### config.mk
export PLATFORM = sky130hd
export DESIGN_NAME = ripple_carry_adder
export DESIGN_NICKNAME = d
export VERILOG_FILES = /design/src/rtl/ripple_carry_adder.sv
export SDC_FILE = /design/constraint.sdc
export NUM_CORES = 1
export LEC_CHECK = 0
export CELL_PAD_IN_SITES_DETAIL_PLACEMENT = 2
export CELL_PAD_IN_SITES_GLOBAL_PLACEMENT = 2
export CORE_AREA = 2 2 39 41
export CTS_CLUSTER_SIZE = 8
export DETAILED_ROUTE_END_ITERATION = 10
export DIE_AREA = 0 0 41 43
export PLACE_DENSITY_LB_ADDON = 0.1
export SETUP_SLACK_MARGIN = 0.1
export SYNTH_ARGS = -nofsm -noshare
export SYNTH_HDL_FRONTEND = slang
export SYNTH_SLANG_ARGS = --single-unit
### constraint.sdc
create_clock -name clk -period 1.8 [get_ports clk]
set_input_delay 0.54 -clock clk [delete_from_list [all_inputs] [get_ports clk]]
set_output_delay 0.54 -clock clk [all_outputs]
set_load 0.02 [all_outputs]
### src/rtl/ripple_carry_adder.sv
// Ripple-carry adder with registered sum, carry-out and signed overflow.
// Ports: clk, reset (sync, active-high), a, b, cin -> sum, c_out, overflow.
module ripple_carry_adder #(
  parameter int WIDTH = 2
) (
  input  logic             clk,
  input  logic             reset,
  input  logic [WIDTH-1:0] a,
  input  logic [WIDTH-1:0] b,
  input  logic             cin,
  output logic [WIDTH-1:0] sum,
  output logic             c_out,
  output logic             overflow
);

  logic [WIDTH:0]   c;
  logic [WIDTH-1:0] s;

  assign c[0] = cin;

  for (genvar i = 0; i < WIDTH; i++) begin : g_cell
    logic p;
    assign p      = a[i] ^ b[i];
    assign s[i]   = p ^ c[i];
    assign c[i+1] = (a[i] & b[i]) | (c[i] & p);
  end

  // For WIDTH=1 the carry into the MSB is cin itself (c[0]).
  always_ff @(posedge clk) begin
    if (reset) begin
      sum      <= '0;
      c_out    <= 1'b0;
      overflow <= 1'b0;
    end else begin
      sum      <= s;
      c_out    <= c[WIDTH];
      overflow <= c[WIDTH] ^ c[WIDTH-1];
    end
  end

endmodule

Word-level counts from Yosys, hierarchy flattened

Cells that the tools add are included.

Register bits: 4
Input port bits: 7
Logic and storage cells: 14

Bitwise gates (word level): 11

Operators with widths:

| operator          | count |
|---|---|
| 1-bit bitwise XOR | 5 |
| 1-bit AND         | 4 |
| 1-bit OR          | 2 |

Depth between registers and ports, before layout

Word-level depth: 6
Depth in mapped cells: 5
Depth with buffers taken out: 5

Worst setup path before layout

OpenSTA, ideal clock, no wires.

Kind: input-to-reg
From: input a[0]
To: register overflow
Data arrival time: 1.637 ns
Data required time: 1.685 ns
Slack: 0.049 ns
Stages on the path: 5
Buffers on the path: 0
Cell sequence: inv_1 -> fa_1 -> fa_1 -> xnor2_1 -> nor2_1

Word-level cells in the longest chain between the ends: 6

Ends and longest elaborated chain:

| what                  | line | source |
|---|---|---|
| from (decl)           | 8    | `input logic [WIDTH-1:0] a,` |
| 1-bit bitwise XOR     | 23   | `assign p = a[i] ^ b[i];` |
| 1-bit AND             | 25   | `assign c[i+1] = (a[i] & b[i]) \| (c[i] & p);` |
| 1-bit OR (*)          | 25   |  |
| 1-bit AND             | 25   |  |
| 1-bit OR              | 25   |  |
| 1-bit bitwise XOR (*) | 37   | `overflow <= c[WIDTH] ^ c[WIDTH-1];` |
| to (signal assigned)  | 37   |  |
| to (decl)             | 13   | `output logic overflow` |

Every way passes the cells marked *; elsewhere a longest branch is shown, timed or not.
A chain may end at the register's enable or synchronous reset.

Final worst setup path

From: register overflow
To: output overflow

No word-level cell between the ends.

==> impl_metrics.yaml <==
placed_design:
  hpwl_um: 317
  placed_cells: 43
  io_buffers: 10
  gp_congestion: 0.566
  dp_slack_ns: -0.364
  place_area_um2: 295
floorplan:
  die_y_um: 43
  dieWidth_um: 41
  start_util: 0.118
  core_area_um2: 1380
  dieArea_um2: 1760
  io_pins: 11
  row_count: 14
pwr:
  p_sw_mw: 0.0646
  ir_drop_mv: 0.192
  p_clk_frac: 0.375
  p_int_mw: 0.216
  powerDensity_nw_per_um2: 827
  power_frac_comb: 0.267
  switching_share: 0.230
  p_total_mw: 0.280
  power_frac_seq: 0.359
  p_leak_nw: 0.171
layout:
  num-fill-cells: 160
  fin_util: 0.245
  stdcell_area_um2: 339
  final_cells: 48
  insertedDiodeCount: 0
  regArea_um2: 80.1
  drive_above_1_share: 0.344
  final_nets: 43
  area_growth_pct: 108
  multiInputGateArea_um2: 76.3
global_routing:
  grt_max_degree: 5
  grt_pass1_vias: 159
  grt_antenna_before_repair: 0
  grtUsageTotal: 0.0533
  grt_pass1_wl_um: 565
  grt_overflow: 0
critical_path:
  path_buf_inv: 1
  startpoint_type: "flop"
  required_ns: 1.26
  slowest_delay_ns: 0.59
  crit_slowest_cell: "clkdlybuf4s50_1"
  worst_setup_path_end_kind: "output pin"
  cp_max_fo: 1
  crit_type: "flop to output pin"
  cp_cell_sequence: "clkdlybuf4s50_1"
  critPathTopFamily: "buffers and inverters"
  worstPathArrival_ns: 1.11
timing:
  fmax_mhz: 605
  finalSetupViolCount: 0
  relSlewSlack: 0.848
  fin_ws_ns: 0.148
  worst_pin_slew_ns: 0.228
  slew_viol_final: 0
  finalCritPeriodShare: 0.918
  layout_min_cycle_time_ns: 1.65
  final_hold_viol_count: 0
  rsz0062_at_grt: "no"
  whs_ns: 0.879
  fin_tns_setup_ns: 0
clock_network:
  h-tree-depth: 1
  clkSinkCount: 4
  hold_buffers: 0
  cts_buffer_depth: 2
  cts_made_buffers: 3
  cts_root_buf: "clkbuf_4"
  cts_tree: "built"
  path_clk_slew_ns: 0.04
route:
  totalWireLength_um: 392
  drc: 0
  ant_nets: 0
  first_pass_iters: 1
  vias_per_cell: 3.19
  wl_per_cell_um: 8.17
  drt_iter0_drc: 0
  vias: 153
synthesis:
  synth_cells: 16
  ys_async_sr_fraction: 0
  synth-edff-count: 0
  synth_area_um2: 163
  yosys-top-cells-area: "dfxtp_1, fa_1, inv_1, nor2_1, xnor2_1"
  synth_seq_cells: 4
  synth.net_count: 25
  ys_seq_area_frac: 0.492
  synthFlopType: "dfxtp_1"
  netlist.top_cell.by_area: "dfxtp_1"
  synth_warnings: 0
  synth_top_area_frac: 0.492
  synthesis.area_per_instance_um2: 10.2
  ys_types: 5
  synth.most_common_cell: "inv_1"
  synth_common_cells: "inv_1, dfxtp_1, nor2_1"
status:
  status: "completed"
job:
  drv_cap: 0
min_path:
  hold_class: "primary input to flop"
[power groups by stage]
stage	clock, mW	sequential, mW	combinational [mW]
CTS	0.112	0.101	0.0718
detailed placement	0	0.102	0.0681
finish	0.105	0.101	0.0747
global route	0.118	0.101	0.0818
global placement	0	0.102	0.0683
floorplan	0	0.114	0.0190
[area by class of cell]
| type | instances | share of cell area |
|---|---|---|
| clock buffers | 3 | 0.0664 |
| inverters | 5 | 0.0554 |
| multi-input cells | 7 | 0.225 |
| flip-flops and latches | 4 | 0.236 |
| well taps | 16 | 0.0590 |
| repair buffers | 13 | 0.358 |
[what timing repair did]
action | CTS | global route
setup endpoints to repair | 3 | 2
gates resized for setup | 5 | 2
setup buffers | 2 | 0
endpoints found under the hold margin | 0 | 0
pin swaps | 4 | 1
[routing by layer]
metal	up-vias	wire, um	global-route usage
li1	75	-	-
met1	71	114	0.0323
met2	7	232	0.0875
met3	0	45	0.0157
met4	0	0	0.0800
met5	-	0	0
[final timing paths]
path / startpoint / end / slack (ns) / cells after the start
setup / recovery: overflow / overflow / 0.15 / 1
hold / removal: a[0] / sum[0] / 0.88 / 4
[cell families after synthesis]
family	Yosys count	synth area share
adder cells (fa/ha/maj)	2	0.246
XOR/XNOR	1	0.0539
buffers and inverters	5	0.115
AND/OR/NAND/NOR	4	0.0923
flip-flops	4	0.492
[layout by cell type, fill, tap and decap left out]
cell type	count
clkdlybuf4s50_1	6
nor2_1	4
dfxtp_1	4
inv_1	3
clkbuf_4	3
dlygate4sd2_1	3
buf_4	3
inv_2	2
fa_2	2
xnor2_2	1
dlymetal6s2s_1	1
[sequential cells by signal, indices dropped and copies added (netlist names)]
signal and cells:
c_out 1, overflow 1, sum 2
Power figures use the tool's default switching activity.
==> patch (config.mk and constraints unchanged) <==
`WIDTH`: 2 -> 4.
--- a/src/rtl/ripple_carry_adder.sv
+++ b/src/rtl/ripple_carry_adder.sv
@@ -3,3 +3,3 @@
 module ripple_carry_adder #(
-  parameter int WIDTH = 2
+  parameter int WIDTH = 4
 ) (
Interface: changed (resized a, b and sum); port bits go from 11 to 17. No check against the original RTL was run, so the function may have changed too.
==> patch against the original RTL <==
  * The flow now finishes with violations (negative setup slack)
  * Critical path depth rose by 8
  * Worst setup slack worse by 0.40 ns
  * Wire length increased by 63%
  * Synthesized cell count increased by 50%
  * Sequential share of layout area increased by 0.63 points
  * Sequential power up 51%
  * Synthesized area grew 62%
  * Sequential cell count increased by 2
  * Cell area is 46% higher
  * Total power increased by 40%
==> patch: results (changes against the original RTL) <==
GRT
  – First-pass GRT wire length: 931 µm (+65%)
  – GRT Util Overall: 8.38% (+3.1 points)
  – Met2 usage: 19.1% (+10 points)
  – Largest net degree at the start of global routing: 7 (+2)

Synth
  – Post-synthesis sequential area ratio: 45.7% (-3.5 points)
  – Synth unique cells: 6 (+1)
  – Top-area cell type share of the netlist area: 45.7% (-3.5 points)
  – XOR/XNOR Fraction of Synth Area: 3.33% (-2.1 points)
  – Post-Syn Nets: 39 (+56%)
  – Post-Synth Adder-Cell Area: 30.5% (+5.9 points)
  – Synth top cells by count: inv_1, dfxtp_1, fa_1, nor2_1, nor2b_1

Timing
  – Worst-Margin Slew: 0.225 ns (-0.00236 ns)
  – Final WS setup: -0.255 ns (-0.402 ns)
  – Final setup violation count: 3 (+3)
  – WHS: 0.726 ns (-0.153 ns)

Power
  – Internal cell power: 289 µW (+34%)
  – Combinational share of power: 30.7% (+4.0 points)
  – VDD IR max: 0.205 mV (+6.5%)
  – P_leak: 0.255 nW (+49%)
  – Clock Power: 119 µW (+13%)

Cells and area
  – FILL cells: 157 (-1.9%)
  – Final Net Count: 63 (+47%)
  – Non-filler cells, final: 62 (+29%)
  – Share of cells above drive strength 1: 39.1% (+4.8 points)
  – Top flop regs: sum x4, c_out x1, overflow x1

Worst setup path
  – CP peak stage delay: 0.43 ns (-0.16 ns)
  – Crit-path leading delay family: adder cells
  – Worst EP arrival: 2.23 ns (+1.12 ns)
  – Crit path capture: sum[3]
  – Worst setup startpoint: cin
  – Slowest CP cell: fa_2
  – Crit-path max FO: 2 (+1)

Worst hold path
  – Min-delay src: cin

Detailed routing
  – DR vias/cell: 3.82 (+20%)

Placed design
  – Port Buf Inserts: 16 (+6)
  – Dpl hpwl: 598 µm (+89%)
  – Inst Count DP: 58 (+35%)

Status
  – Outcome: finished with violations
  – Failing checks: negative setup slack
-- patch: stage by stage --
stage                     total power, mW  util (%)  area, µm²  setup WS [ns]
after floorplan                     0.207         -        273         -0.334
after global placement              0.272      33.8        468         -0.825
after detailed placement            0.281      33.8        468         -0.904
after CTS                           0.402      35.0        484         -0.315
after global routing                0.417      35.8        495         -0.347
final                               0.392      35.8        495         -0.255
-- patch: repair_timing --
action                                  in CTS  in global routing
setup buffers                                1                  0
endpoints found under the setup margin       7                  6
gates resized for setup                     18                  4
hold endpoints to repair                     0                  0
pin swaps                                    7                  2
-- patch: layer usage --
layer / up-vias / routed length (µm)
met5: - / 0
met2: 11 / 429
li1: 111 / -
met3: 0 / 68
met1: 115 / 139
met4: 0 / 0
-- patch: final cells by class --
cell class	instances	area [µm²]	area share (%)
timing repair buffer	19	178	35.9
sequential	6	120	24.2
clock buffer	3	22.5	4.55
inverter	7	26.3	5.30
tap	16	20.0	4.04
multi-input combinational	11	129	26.0
